$ cat src/rtl/bus_arbiter.sv
// Round-robin arbiter for the shared tristate datapath bus: one-hot grant,
// one-cycle turnaround between owners, and a hold timer that preempts long transfers.
module bus_arbiter #(
    parameter int unsigned NREQ     = 4,
    parameter int unsigned MAX_HOLD = 8,
    parameter int unsigned IDXW     = 2
) (
    input  logic            clk,
    input  logic            rst_n,
    input  logic [NREQ-1:0] req,
    input  logic [NREQ-1:0] lock,
    output logic [NREQ-1:0] gnt,
    output logic [IDXW-1:0] owner,
    output logic            busy,
    output logic            preempt
);

    localparam int unsigned HCW = (MAX_HOLD > 1) ? $clog2(MAX_HOLD) : 1;
    localparam logic [HCW-1:0] HOLD_SAT = HCW'(MAX_HOLD - 1);

    typedef enum logic [1:0] {
        IDLE  = 2'd0,
        GRANT = 2'd1,
        TURN  = 2'd2
    } state_t;

    state_t          state_q, state_d;
    logic [IDXW-1:0] rr_ptr, rr_ptr_d;
    logic [HCW-1:0]  hold_cnt, hold_cnt_d;
    logic [NREQ-1:0] gnt_d;
    logic [IDXW-1:0] owner_d;
    logic            busy_d;
    logic            preempt_d;
    logic            pick_valid;
    logic [IDXW-1:0] pick_idx;
    logic            others_waiting;

    function automatic logic [IDXW-1:0] wrap_add(input logic [IDXW-1:0] base,
                                                 input int unsigned off);
        int unsigned s;
        s = (32'(base) + off) % NREQ;
        return IDXW'(s);
    endfunction

    function automatic logic [NREQ-1:0] onehot(input logic [IDXW-1:0] idx);
        logic [NREQ-1:0] r;
        r      = '0;
        r[idx] = 1'b1;
        return r;
    endfunction

    // First requesting master at or after rr_ptr, wrapping.
    always_comb begin
        logic [IDXW-1:0] cand;
        cand       = '0;
        pick_valid = 1'b0;
        pick_idx   = '0;
        for (int unsigned i = 0; i < NREQ; i++) begin
            cand = wrap_add(rr_ptr, i);
            if (!pick_valid && req[cand]) begin
                pick_valid = 1'b1;
                pick_idx   = cand;
            end
        end
    end

    assign others_waiting = |(req & ~onehot(owner));

    // Next-state and next-output logic.
    always_comb begin
        state_d    = state_q;
        rr_ptr_d   = rr_ptr;
        hold_cnt_d = hold_cnt;
        gnt_d      = gnt;
        owner_d    = owner;
        busy_d     = busy;
        preempt_d  = 1'b0;
        case (state_q)
            IDLE, TURN: begin
                gnt_d   = '0;
                busy_d  = 1'b0;
                state_d = IDLE;
                if (pick_valid) begin
                    state_d    = GRANT;
                    owner_d    = pick_idx;
                    gnt_d      = onehot(pick_idx);
                    busy_d     = 1'b1;
                    hold_cnt_d = '0;
                end
            end
            GRANT: begin
                if (!req[owner]) begin
                    state_d  = TURN;
                    gnt_d    = '0;
                    busy_d   = 1'b0;
                    rr_ptr_d = wrap_add(owner, 1);
                end else if (hold_cnt == HOLD_SAT && others_waiting && !lock[owner]) begin
                    state_d   = TURN;
                    gnt_d     = '0;
                    busy_d    = 1'b0;
                    preempt_d = 1'b1;
                    rr_ptr_d  = wrap_add(owner, 1);
                end else if (hold_cnt != HOLD_SAT) begin
                    hold_cnt_d = hold_cnt + HCW'(1);
                end
            end
            default: begin
                state_d = IDLE;
                gnt_d   = '0;
                busy_d  = 1'b0;
            end
        endcase
    end

    always_ff @(posedge clk or negedge rst_n) begin
        if (!rst_n) begin
            state_q  <= IDLE;
            rr_ptr   <= '0;
            hold_cnt <= '0;
            gnt      <= '0;
            owner    <= '0;
            busy     <= 1'b0;
            preempt  <= 1'b0;
        end else begin
            state_q  <= state_d;
            rr_ptr   <= rr_ptr_d;
            hold_cnt <= hold_cnt_d;
            gnt      <= gnt_d;
            owner    <= owner_d;
            busy     <= busy_d;
            preempt  <= preempt_d;
        end
    end

endmodule

$ cat config.mk
export PLATFORM = sky130hd
export DESIGN_NAME = bus_arbiter
export DESIGN_NICKNAME = d
export VERILOG_FILES = /design/src/rtl/bus_arbiter.sv
export SDC_FILE = /design/constraint.sdc
export NUM_CORES = 1
export LEC_CHECK = 0
export BUFFER_PORTS_ARGS = -buffer_cell sky130_fd_sc_hd__buf_4
export CAP_MARGIN = 20
export CORE_MARGIN = 5
export CORE_UTILIZATION = 45
export DETAILED_ROUTE_END_ITERATION = 7
export PLACE_DENSITY = 0.67
export SYNTH_ARGS = -nofsm -noshare
export SYNTH_HDL_FRONTEND = slang
export SYNTH_SLANG_ARGS = --single-unit
export TNS_END_PERCENT = 30
$ cat constraint.sdc
create_clock -name clk -period 2.3 [get_ports clk]
set_input_delay 0.46 -clock clk [delete_from_list [all_inputs] [get_ports clk]]
set_output_delay 0.46 -clock clk [all_outputs]
set_load 0.01 [all_outputs]
==> results.md <==
- # Post-CTS Setup Buffers: 0
- Least-Margin Pin Slew: 0.612 ns
- Lkg Pwr: 0.540 nW
- Cell variety after synth: 31
- Relative contribution of the clock network to total power: 0.119
- Share of synthesized area occupied by flip-flops and latches: 0.423
- Clock tree root buffer cell: clkbuf_4
- Clock transition at the registers of the reported paths: 0.09 ns
- Initial antenna violation count: 0
- TritonCTS clock tree: done
- Number of warnings issued by yosys: 0
- Data arrival time of the worst path: 2.17 ns
- Post-synthesis cell count: 80
- Die Area: 2960 um^2
- Outcome: finished, final reports clean
- Share of total power in combinational logic: 0.503
- Number of iterations in the first detailed-routing pass: 4
- Met2 demand-to-capacity share in global routing: 0.215
- Worst Path Max Fanout: 8
- Endpoints failing setup: 0
- Residual overflow from global routing: 0
- Layout area overhead: 20.9%
- Height of the die: 54.4 um
- I/O pin cnt: 18
- Most common library cell in the layout ignoring fill and taps: buf_4
- Worst-case register-to-register setup slack: 0.34 ns
- Type of element launching the critical path: flop
- Horizontal die dimension: 54.4 um
- Count of hold buffers inserted by post-cts repair: 0
- Global-route wire length before repair: 2.96 mm
- RSZ-0062 raised after global routing: no
- Share of final-layout standard cells stronger than drive strength 1: 0.300
- Commonest cells after routing, fill and taps aside: buf_4 (18), dfrtp_1 (15), inv_1 (12)
- Min-Delay Path Class: primary input to async pin
- Final worst-path cycle share: 0.850
- Largest voltage drop on the vdd net: 0.000617 V
- Power spent charging and discharging nets: 486 uW
- Power density over cell area: 1160 nW/um^2
- Final wirelength: 1.75 mm
- Level count of the clock H-tree: 1
- Routing usage on met3: 0.0381
- Clock tree skew after final layout: 0.00296 ns
- Final hold viol count: 0
- Part of the total power dissipated in sequential elements: 0.379
- Maximum count of clock buffers along a single path: 2
- Final worst path period need: 1.96 ns
- Global-route usage over all layers: 0.144
- Antenna diode instance count: 0
- Number of buffers inserted during clock tree synthesis: 3
- Internal power: 761 uW
- Sum Neg Setup Slack: 0 ns
- Worst-case headroom to the max-slew limit: 0.592
- Core area: 1920 um^2
- Post-layout nets: 117
- Count of input and output buffers: 17
- Worst Setup End Kind: flop
- Switching part of the total: 0.390
- Initial Util: 0.462
- Routed length per placed instance: 13.8 um
- Final routed DRC violation total: 0
- Post-synthesis async set-or-reset flop share: 1.00
- Max cap viols: 0
- Average vias per placed instance: 4.92
- Routability-driven placement congestion ratio: 0.826
- Count of flip-flops with a built-in enable after synthesis: 0
- Fin. max-slew vios: 0
- Top_reg_cell synth: dfrtp_1
- GRT busiest layer: met2
- Data required, critical path: 2.52 ns
- Maximum number of pins on one net before global-route repair: 16
- Clock latency of the later-clocked register in the worst-skew pair: 0.28 ns
- Worst setup path class: flop to flop
- Number of global-route vias before repair: 619
- Number of nets in the synthesized netlist: 96
- Number of antenna-violating nets in the routed design: 0
- Detailed placer's ending HPWL: 1.36 mm
- DRC violation total after the first TritonRoute iteration: 6
- Post-CTS sizing: 0
- Mean instance size in the synthesized netlist: 11.1 um^2
- Met1 routing resource usage after global routing: 0.196
- Netlist Area Pre-Place: 887 um^2
- CTS sink cnt: 15
- Post-layout total power: 1.25 mW
- Peak Freq: 511 MHz
- Number of standard-cell rows in the floorplan: 16
- Vias after detailed routing: 625
- Post-synthesis sequential element count: 15
## per-layer routing
layer	vias to the layer above	part of all wire
met3	2	0.057
met2	15	0.46
met5	-	0
met4	0	0.0057
li1	315	-
met1	293	0.48
## registers in the layout, summed over array words and instances (netlist names)
name / cells
busy: 1
gnt: 4
hold_cnt: 3
owner: 2
preempt: 1
rr_ptr: 2
state_q: 2
## power by group through the flow
stage               Sequential [mW]  Combinational [mW]  Clock [mW]
finish                        0.472               0.627       0.148
global route                  0.495               0.704       0.165
CTS                           0.473               0.639       0.152
detailed placement            0.476               0.634           0
global placement              0.471               0.627           0
floorplan                     0.481               0.422           0
## kinds of logic after synthesis
logic type / synth area share
buffers and inverters: 0.0621
multiplexers: 0.141
flip-flops: 0.423
AND/OR/NAND/NOR: 0.147
AO/OA/AOI/OAI: 0.142
adder cells (fa/ha/maj): 0.0846
## cells in the mapped netlist, types with 2 or more instances
cell	number	area, um^2
nand2_1	8	30.0
and2b_2	3	26.3
o41ai_1	2	17.5
buf_2	2	10.0
ha_1	6	75.1
nand2b_1	2	12.5
mux2i_1	5	50.1
nor2b_1	2	12.5
a2bb2o_1	2	20.0
o21ai_1	2	10.0
inv_1	12	45.0
dfrtp_1	15	375
## critical path, stage by stage (launching register included)
cell and delay, ns:
dfrtp_1 0.48, inv_1 0.12, ha_1 0.13, and2b_2 0.22
o41ai_1 0.47, o21bai_2 0.20, a2bb2o_1 0.28
## metrics by stage
step	area [um^2]	std cells	setup WS, ns	util	hold WS [ns]
5_1_grt	1070	127	0.198	0.558	0.0150
2_1_floorplan	887	80	0.484	-	0.164
4_1_cts	1070	127	0.315	0.558	0.0194
6_report	1070	127	0.344	0.558	0.0188
3_5_place_dp	1050	123	0.338	0.544	0.327
3_3_place_gp	1050	123	0.390	0.544	0.324
## area by class of cell
type | instances | area [um^2]
timing repair buffer | 18 | 135
tap | 27 | 33.8
fill | 185 | 850
sequential | 15 | 375
multi-input combinational | 51 | 457
clock buffer | 4 | 26.3
inverter | 12 | 45.0
## final timing paths
path                               endpoint         from  cells after the start
worst max-delay path                 gnt[3]     owner[0]                      6
worst min-delay path            hold_cnt[1]        rst_n                      1
worst max register to register       gnt[3]     owner[0]                      6
worst min register to register  hold_cnt[0]  hold_cnt[0]                      1
max in group asynchronous         rr_ptr[0]        rst_n                      1
min in group clk                hold_cnt[0]  hold_cnt[0]                      1
Power figures use the tool's default switching activity.
